`src/rtl/dmac_top.sv`:
```
// 4-channel memory-to-memory DMA: APB configuration slave, AXI3 master, one shared round-robin burst engine.
// Define DMAC_SLVERR_EN to flag unmapped or read-only APB accesses on pslverr_o.
module dmac_top #(
  parameter int          N_CH       = 4,
  parameter int          BUF_DEPTH  = 16,
  parameter logic [31:0] IP_VERSION = 32'h0001_2024
) (
  input  logic        clk,
  input  logic        rst,
  input  logic        psel_i,
  input  logic        penable_i,
  input  logic        pwrite_i,
  input  logic [11:0] paddr_i,
  input  logic [31:0] pwdata_i,
  output logic [31:0] prdata_o,
  output logic        pready_o,
  output logic        pslverr_o,
  output logic [3:0]  awid_o,
  output logic [31:0] awaddr_o,
  output logic [3:0]  awlen_o,
  output logic [2:0]  awsize_o,
  output logic [1:0]  awburst_o,
  output logic        awvalid_o,
  input  logic        awready_i,
  output logic [3:0]  wid_o,
  output logic [31:0] wdata_o,
  output logic [3:0]  wstrb_o,
  output logic        wlast_o,
  output logic        wvalid_o,
  input  logic        wready_i,
  input  logic [3:0]  bid_i,
  input  logic [1:0]  bresp_i,
  input  logic        bvalid_i,
  output logic        bready_o,
  output logic [3:0]  arid_o,
  output logic [31:0] araddr_o,
  output logic [3:0]  arlen_o,
  output logic [2:0]  arsize_o,
  output logic [1:0]  arburst_o,
  output logic        arvalid_o,
  input  logic        arready_i,
  input  logic [3:0]  rid_i,
  input  logic [1:0]  rresp_i,
  input  logic [31:0] rdata_i,
  input  logic        rlast_i,
  input  logic        rvalid_i,
  output logic        rready_o
);

  localparam int CW = $clog2(N_CH);
  localparam int BW = $clog2(BUF_DEPTH);

  typedef enum logic [2:0] {
    ST_IDLE, ST_ARB, ST_RADDR, ST_RDATA, ST_WADDR, ST_WDATA, ST_WRESP
  } state_t;

  state_t          state_q, state_d;
  logic [31:0]     src_q [N_CH];
  logic [31:0]     src_d [N_CH];
  logic [31:0]     dst_q [N_CH];
  logic [31:0]     dst_d [N_CH];
  logic [15:0]     len_q [N_CH];
  logic [15:0]     len_d [N_CH];
  logic [31:0]     cur_src_q [N_CH];
  logic [31:0]     cur_src_d [N_CH];
  logic [31:0]     cur_dst_q [N_CH];
  logic [31:0]     cur_dst_d [N_CH];
  logic [15:0]     rem_q [N_CH];
  logic [15:0]     rem_d [N_CH];
  logic [N_CH-1:0] busy_q, busy_d;
  logic [31:0]     buf_q [BUF_DEPTH];
  logic [31:0]     buf_d [BUF_DEPTH];
  logic [CW-1:0]   gnt_q, gnt_d;
  logic [CW-1:0]   rr_ptr_q, rr_ptr_d;
  logic [BW-1:0]   cnt_q, cnt_d;

  logic          apb_acc, apb_wr;
  logic [3:0]    page;
  logic [7:0]    off;
  logic          ch_hit, is_ver, off_src, off_dst, off_len, off_cmd, off_stat, mapped;
  logic [CW-1:0] ch_idx;
  logic [15:0]   rem_g, bytes_g;
  logic [3:0]    axlen;
  logic          sel_found;
  logic [CW-1:0] sel_ch, cand;
  logic          unused;

  assign unused = ^{bid_i, bresp_i, rid_i, rresp_i};

  assign apb_acc  = psel_i & penable_i;
  assign apb_wr   = apb_acc & pwrite_i;
  assign page     = paddr_i[11:8];
  assign off      = paddr_i[7:0];
  assign ch_hit   = (page != 4'd0) && (page <= 4'(N_CH));
  assign ch_idx   = CW'(page - 4'd1);
  assign is_ver   = (paddr_i == 12'h000);
  assign off_src  = (off == 8'h00);
  assign off_dst  = (off == 8'h04);
  assign off_len  = (off == 8'h08);
  assign off_cmd  = (off == 8'h0C);
  assign off_stat = (off == 8'h10);
  assign mapped   = is_ver | (ch_hit & (off_src | off_dst | off_len | off_cmd | off_stat));

  assign pready_o = 1'b1;
`ifdef DMAC_SLVERR_EN
  assign pslverr_o = apb_acc & (~mapped | (pwrite_i & (is_ver | (ch_hit & off_stat))));
`else
  assign pslverr_o = 1'b0;
`endif

  always_comb begin
    prdata_o = '0;
    if (apb_acc && !pwrite_i) begin
      if (is_ver) begin
        prdata_o = IP_VERSION;
      end else if (ch_hit) begin
        if (off_src)  prdata_o = src_q[ch_idx];
        if (off_dst)  prdata_o = dst_q[ch_idx];
        if (off_len)  prdata_o = {16'd0, len_q[ch_idx]};
        if (off_stat) prdata_o = {31'd0, ~busy_q[ch_idx]};
      end
    end
  end

  // Burst size of the granted channel; axlen wraps 0-1 to 15 for a full 64-byte burst.
  assign rem_g   = rem_q[gnt_q];
  assign bytes_g = (rem_g >= 16'd64) ? 16'd64 : rem_g;
  assign axlen   = bytes_g[5:2] - 4'd1;

  always_comb begin
    sel_found = 1'b0;
    sel_ch    = '0;
    cand      = '0;
    for (int unsigned i = 0; i < N_CH; i++) begin
      cand = rr_ptr_q + CW'(i);
      if (!sel_found && busy_q[cand]) begin
        sel_found = 1'b1;
        sel_ch    = cand;
      end
    end
  end

  always_comb begin
    state_d   = state_q;
    src_d     = src_q;
    dst_d     = dst_q;
    len_d     = len_q;
    cur_src_d = cur_src_q;
    cur_dst_d = cur_dst_q;
    rem_d     = rem_q;
    busy_d    = busy_q;
    buf_d     = buf_q;
    gnt_d     = gnt_q;
    rr_ptr_d  = rr_ptr_q;
    cnt_d     = cnt_q;

    awid_o    = '0;
    awaddr_o  = '0;
    awlen_o   = '0;
    awsize_o  = 3'd2;
    awburst_o = 2'b01;
    awvalid_o = 1'b0;
    wid_o     = '0;
    wdata_o   = '0;
    wstrb_o   = 4'hF;
    wlast_o   = 1'b0;
    wvalid_o  = 1'b0;
    bready_o  = 1'b0;
    arid_o    = '0;
    araddr_o  = '0;
    arlen_o   = '0;
    arsize_o  = 3'd2;
    arburst_o = 2'b01;
    arvalid_o = 1'b0;
    rready_o  = 1'b0;

    if (apb_wr && ch_hit) begin
      if (off_src) src_d[ch_idx] = pwdata_i;
      if (off_dst) dst_d[ch_idx] = pwdata_i;
      if (off_len) len_d[ch_idx] = pwdata_i[15:0];
      if (off_cmd && pwdata_i[0] && !busy_q[ch_idx]) begin
        cur_src_d[ch_idx] = src_q[ch_idx];
        cur_dst_d[ch_idx] = dst_q[ch_idx];
        rem_d[ch_idx]     = len_q[ch_idx] & ~16'd3;
        busy_d[ch_idx]    = ((len_q[ch_idx] & ~16'd3) != 16'd0);
      end
    end

    unique case (state_q)
      ST_IDLE: begin
        if (|busy_q) state_d = ST_ARB;
      end
      ST_ARB: begin
        if (sel_found) begin
          gnt_d    = sel_ch;
          rr_ptr_d = sel_ch + CW'(1);
          cnt_d    = '0;
          state_d  = ST_RADDR;
        end else begin
          state_d  = ST_IDLE;
        end
      end
      ST_RADDR: begin
        arvalid_o = 1'b1;
        araddr_o  = cur_src_q[gnt_q];
        arlen_o   = axlen;
        if (arready_i) begin
          cnt_d   = '0;
          state_d = ST_RDATA;
        end
      end
      ST_RDATA: begin
        rready_o = 1'b1;
        if (rvalid_i) begin
          buf_d[cnt_q] = rdata_i;
          cnt_d        = cnt_q + BW'(1);
          if (rlast_i) begin
            cnt_d   = '0;
            state_d = ST_WADDR;
          end
        end
      end
      ST_WADDR: begin
        awvalid_o = 1'b1;
        awaddr_o  = cur_dst_q[gnt_q];
        awlen_o   = axlen;
        if (awready_i) begin
          cnt_d   = '0;
          state_d = ST_WDATA;
        end
      end
      ST_WDATA: begin
        wvalid_o = 1'b1;
        wdata_o  = buf_q[cnt_q];
        wlast_o  = (cnt_q == axlen);
        if (wready_i) begin
          cnt_d = cnt_q + BW'(1);
          if (wlast_o) state_d = ST_WRESP;
        end
      end
      ST_WRESP: begin
        bready_o = 1'b1;
        if (bvalid_i) begin
          cur_src_d[gnt_q] = cur_src_q[gnt_q] + {16'd0, bytes_g};
          cur_dst_d[gnt_q] = cur_dst_q[gnt_q] + {16'd0, bytes_g};
          rem_d[gnt_q]     = rem_g - bytes_g;
          if (rem_g == bytes_g) busy_d[gnt_q] = 1'b0;
          state_d = ST_IDLE;
        end
      end
      default: state_d = ST_IDLE;
    endcase
  end

  always_ff @(posedge clk or posedge rst) begin
    if (rst) begin
      state_q   <= ST_IDLE;
      src_q     <= '{default: '0};
      dst_q     <= '{default: '0};
      len_q     <= '{default: '0};
      cur_src_q <= '{default: '0};
      cur_dst_q <= '{default: '0};
      rem_q     <= '{default: '0};
      busy_q    <= '0;
      buf_q     <= '{default: '0};
      gnt_q     <= '0;
      rr_ptr_q  <= '0;
      cnt_q     <= '0;
    end else begin
      state_q   <= state_d;
      src_q     <= src_d;
      dst_q     <= dst_d;
      len_q     <= len_d;
      cur_src_q <= cur_src_d;
      cur_dst_q <= cur_dst_d;
      rem_q     <= rem_d;
      busy_q    <= busy_d;
      buf_q     <= buf_d;
      gnt_q     <= gnt_d;
      rr_ptr_q  <= rr_ptr_d;
      cnt_q     <= cnt_d;
    end
  end

endmodule

```
`config.mk`:
```
export PLATFORM = sky130hd
export DESIGN_NAME = dmac_top
export DESIGN_NICKNAME = d
export VERILOG_FILES = /design/src/rtl/dmac_top.sv
export SDC_FILE = /design/constraint.sdc
export NUM_CORES = 2
export LEC_CHECK = 0
export CAP_MARGIN = 20
export CORE_UTILIZATION = 50
export DETAILED_ROUTE_END_ITERATION = 8
export HOLD_SLACK_MARGIN = 0.03
export PLACE_DENSITY = 0.71
export SYNTH_ARGS = -nofsm -noshare
export SYNTH_HDL_FRONTEND = slang
export SYNTH_SLANG_ARGS = --single-unit
```
`constraint.sdc`:
```
create_clock -name clk -period 49.9 [get_ports clk]
set_input_delay 9.98 -clock clk [delete_from_list [all_inputs] [get_ports clk]]
set_output_delay 9.98 -clock clk [all_outputs]
set_load 0.02 [all_outputs]
```
==> summary.md <==
| Metric | Value |
|---|---|
| Status | finished with violations |
| Violated checks | slew limit |
| Final Max Slew Viols | 37 |
| Final hold violations | 0 |
| Clock Pin Slew Worst Setup and Hold Paths | approximately 0.06 ns |
| Fin crit share | about half |
| Layout Skew | between 0.06 and 0.07 ns |
| Worst slew margin | -109.3% |
| Post-layout min period | roughly 24 ns |
| Crit path launch type | input pin |
| Max rail drop VDD | roughly 0.000033 V |
| Static Leak | 31.86 nW |
| Clock root cell | clkbuf_16 |
| Hold crit path type | reg2reg |
| Die W | between 300 and 400 um |
| Clock Path Buffers | 3 |
| Nets | ~4,900 |
| Core Area | around 120,000 um^2 |
| Total number of vias | between 40,000 and 50,000 |
| GPL Wtd Cong | just over 0.9 |
| Hold Buf Count CTS | 0 |
| Cells after Synth | roughly 4,700 |
| DR iter-0 viols | around 3,500 |
| Syn avg cell area | between 10 and 15 um^2 |
| Mapped cell area | roughly 60,000 um^2 |
| # Post-CTS Setup Buffers | 0 |
| Area growth syn-to-layout | 12.80% |
| Worst slew pin tran | about 3.1 ns |
| Die area | roughly 120,000 um^2 |
| Number of synthesized register bits | ~1,200 |
| Routed WL per cell | 25.42 um |
| Pwr Density | ~34 nW/um^2 |
| Row Count | roughly 130 |
| Remaining DRCs | 0 |
| Yosys cell types | 80 |
| Synth Warn # | 0 |
| Hpwl dp | around 100,000 um |
| First-pass GRT wire length | 254,300 um |
| Die H | around 350 um |
| Most used DFF post-synth | dfrtp_1 |
| Starting Density | between 50% and 60% |
| Layout cells sized above 1 | about a third |
| Max H-tree Level | 3 |
| Async SR Flop Fraction | 100.0% |
| I/O pin count | approximately 270 |
| I/O Buffers | between 200 and 250 |
| Setup CP Type | in2out |
| Crit path DAT | roughly 14 ns |
| Critical path peak fanout | between 40 and 50 |
| Vias in the first global route | a little over 40,000 |
| Max layer used | met5 |
| Final setup fails | 0 |
| Largest net degree at the start of global routing | around 180 |
| Total GRT Usage | between 20% and 30% |
| F_max | between 0.04 and 0.05 GHz |
| Register area share after synthesis | 48.64% |
| Setup TNS Final | 0 ns |
| Routed Antenna Nets | 0 |
| FILL cells | 9,459 |
| CP required | approximately 40 ns |
| Met3 Routed Length | about 14,000 um |
| Num Clock Sinks | about 1,200 |
| Initial antenna violation count | 19 |
| CTS tree | yes |
| Cts bufs inserted | 120 |
| Post-cts sizing count | 0 |
| Max-cap viol count | 0 |
| Critical path endpoint category | primary output |
| Number of synthesized flops with an enable pin | 0 |
| RSZ-0062 raised after global routing | no |
| Via/cell ratio | between 6 and 7 |
| Fin util | a little under three fifths |
| First-pass detailed-route iteration total | 5 |
| Metal-1 WL | approximately 72,000 um |
| Total gr overflow | 0 |
| WL met2 | 73,820 um |
| Post-Route WL | roughly 160,000 um |
| Skew-Pair Late Insertion Delay | approximately 0.76 ns |
-- final cells by class --
class                      count  area, um^2  share of cell area, %
sequential                  1167       29220                  43.15
antenna                        4       10.01                0.01478
multi-input combinational   3139       29260                  43.21
inverter                      30       120.1                 0.1774
timing repair buffer         304        2904                  4.288
clock buffer                 177        3487                  5.149
tap                         1600        2002                  2.956
clock inverter                46       715.7                  1.057
-- final timing paths --
path | slack (ns) | from | endpoint | cells past startpoint
max | 25.89 | paddr_i[8] | prdata_o[14] | 10
max in group asynchronous | 36.73 | rst | cnt_q[0] | 5
min reg2reg | 0.50 | buf_q[170] | buf_q[170] | 1
min | 0.50 | buf_q[170] | buf_q[170] | 1
max reg2reg | 43.66 | gnt_q[0] | cur_src_q[95] | 12
min in group asynchronous | 9.87 | rst | dst_q[106] | 2
-- per-layer routing --
metal	track usage, %	vias up
li1	-	17400
met1	39.27	21120
met2	40.70	1391
met3	6.539	271
met4	8.960	22
met5	0	-
-- registers in the layout (all words and copies together) (netlist names) --
name and flops:
buf_q 512, cur_dst_q 128, cur_src_q 128, dst_q 128, src_q 128, len_q 64, rem_q 64, busy_q 4
cnt_q 4, state_q 3, gnt_q 2, rr_ptr_q 2
-- cells in the final DEF, fill, tap and decap left out, types with 9 or more instances in the layout --
cell,count
dfrtp_1,1161
mux2_2,965
mux4_2,317
nand2_1,294
nor2_1,229
clkdlybuf4s50_1,227
o21ai_0,192
mux2i_1,192
a21oi_1,164
clkbuf_16,120
nand3_1,84
and3_1,76
nor2b_1,74
buf_4,72
a211oi_1,68
and2_1,48
conb_1,37
xnor2_1,35
clkbuf_1,30
inv_1,28
ha_1,28
clkbuf_8,27
nand4_1,23
xor2_1,22
a22oi_1,21
o22ai_1,19
nor3_1,19
clkinv_2,16
nand2_2,14
nor4_1,13
or3_1,13
a31oi_1,13
bufinv_16,13
nand2b_1,11
a221o_1,11
o31ai_1,10
o221ai_1,9
-- where the power goes --
part           switching, W  internal [W]  total (W)
Sequential        0.0000249      0.000973   0.000998
Clock              0.000394      0.000553   0.000947
Combinational      0.000233      0.000147   0.000380
Total              0.000652       0.00167    0.00233
-- synthesized netlist by cell type, types with 32 or more instances --
| master | number | area [um^2] |
|---|---|---|
| mux4_2 | 317 | 7139 |
| mux2i_1 | 192 | 1922 |
| nor2b_1 | 75 | 469.2 |
| a211oi_1 | 68 | 510.5 |
| and3_1 | 77 | 481.7 |
| dfrtp_1 | 1167 | 29200 |
| o21ai_0 | 192 | 960.9 |
| buf_4 | 32 | 240.2 |
| buf_1 | 93 | 349.1 |
| clkbuf_1 | 282 | 1059 |
| nand3_1 | 89 | 445.4 |
| mux2_2 | 965 | 10870 |
| nor2_1 | 238 | 893.4 |
| nand2_1 | 308 | 1156 |
| a21oi_1 | 164 | 820.8 |
| xnor2_1 | 35 | 306.5 |
| and2_1 | 50 | 312.8 |
-- critical path: stages --
cell             delay, ns
buf_6                 0.51
inv_1                 0.24
ha_4                  0.70
buf_4                 0.65
mux4_2                0.57
mux2i_1               0.32
nor2_1                0.07
a21oi_1               0.26
nor2_1                0.08
clkdlybuf4s50_1       0.56
-- logic make-up after synthesis --
group | share of synthesized area [%]
DFF | 48.64
AOI/OAI and AO/OA | 5.766
xor gates and xnor gates | 0.8315
and+or+nand+nor | 7.782
buffers and inverters | 3.124
muxes | 33.24
adders and majority gates | 0.6044
other | 0.01251
-- per-stage QoR --
step	cells	setup slack (ns)	instance area, um^2	hold slack (ns)	total power (W)
after detailed placement	6240	25.88	63510	0.4868	0.001391
after floorplan	4761	7.049	60170	0.4611	0.001278
after global placement	6240	25.90	63510	0.4757	0.001386
after global routing	6464	25.69	67720	0.5050	0.002410
final	6467	25.89	67720	0.4987	0.002326
after CTS	6463	25.88	67710	0.5006	0.002338
No activity file was read; power rests on OpenSTA's default activity.
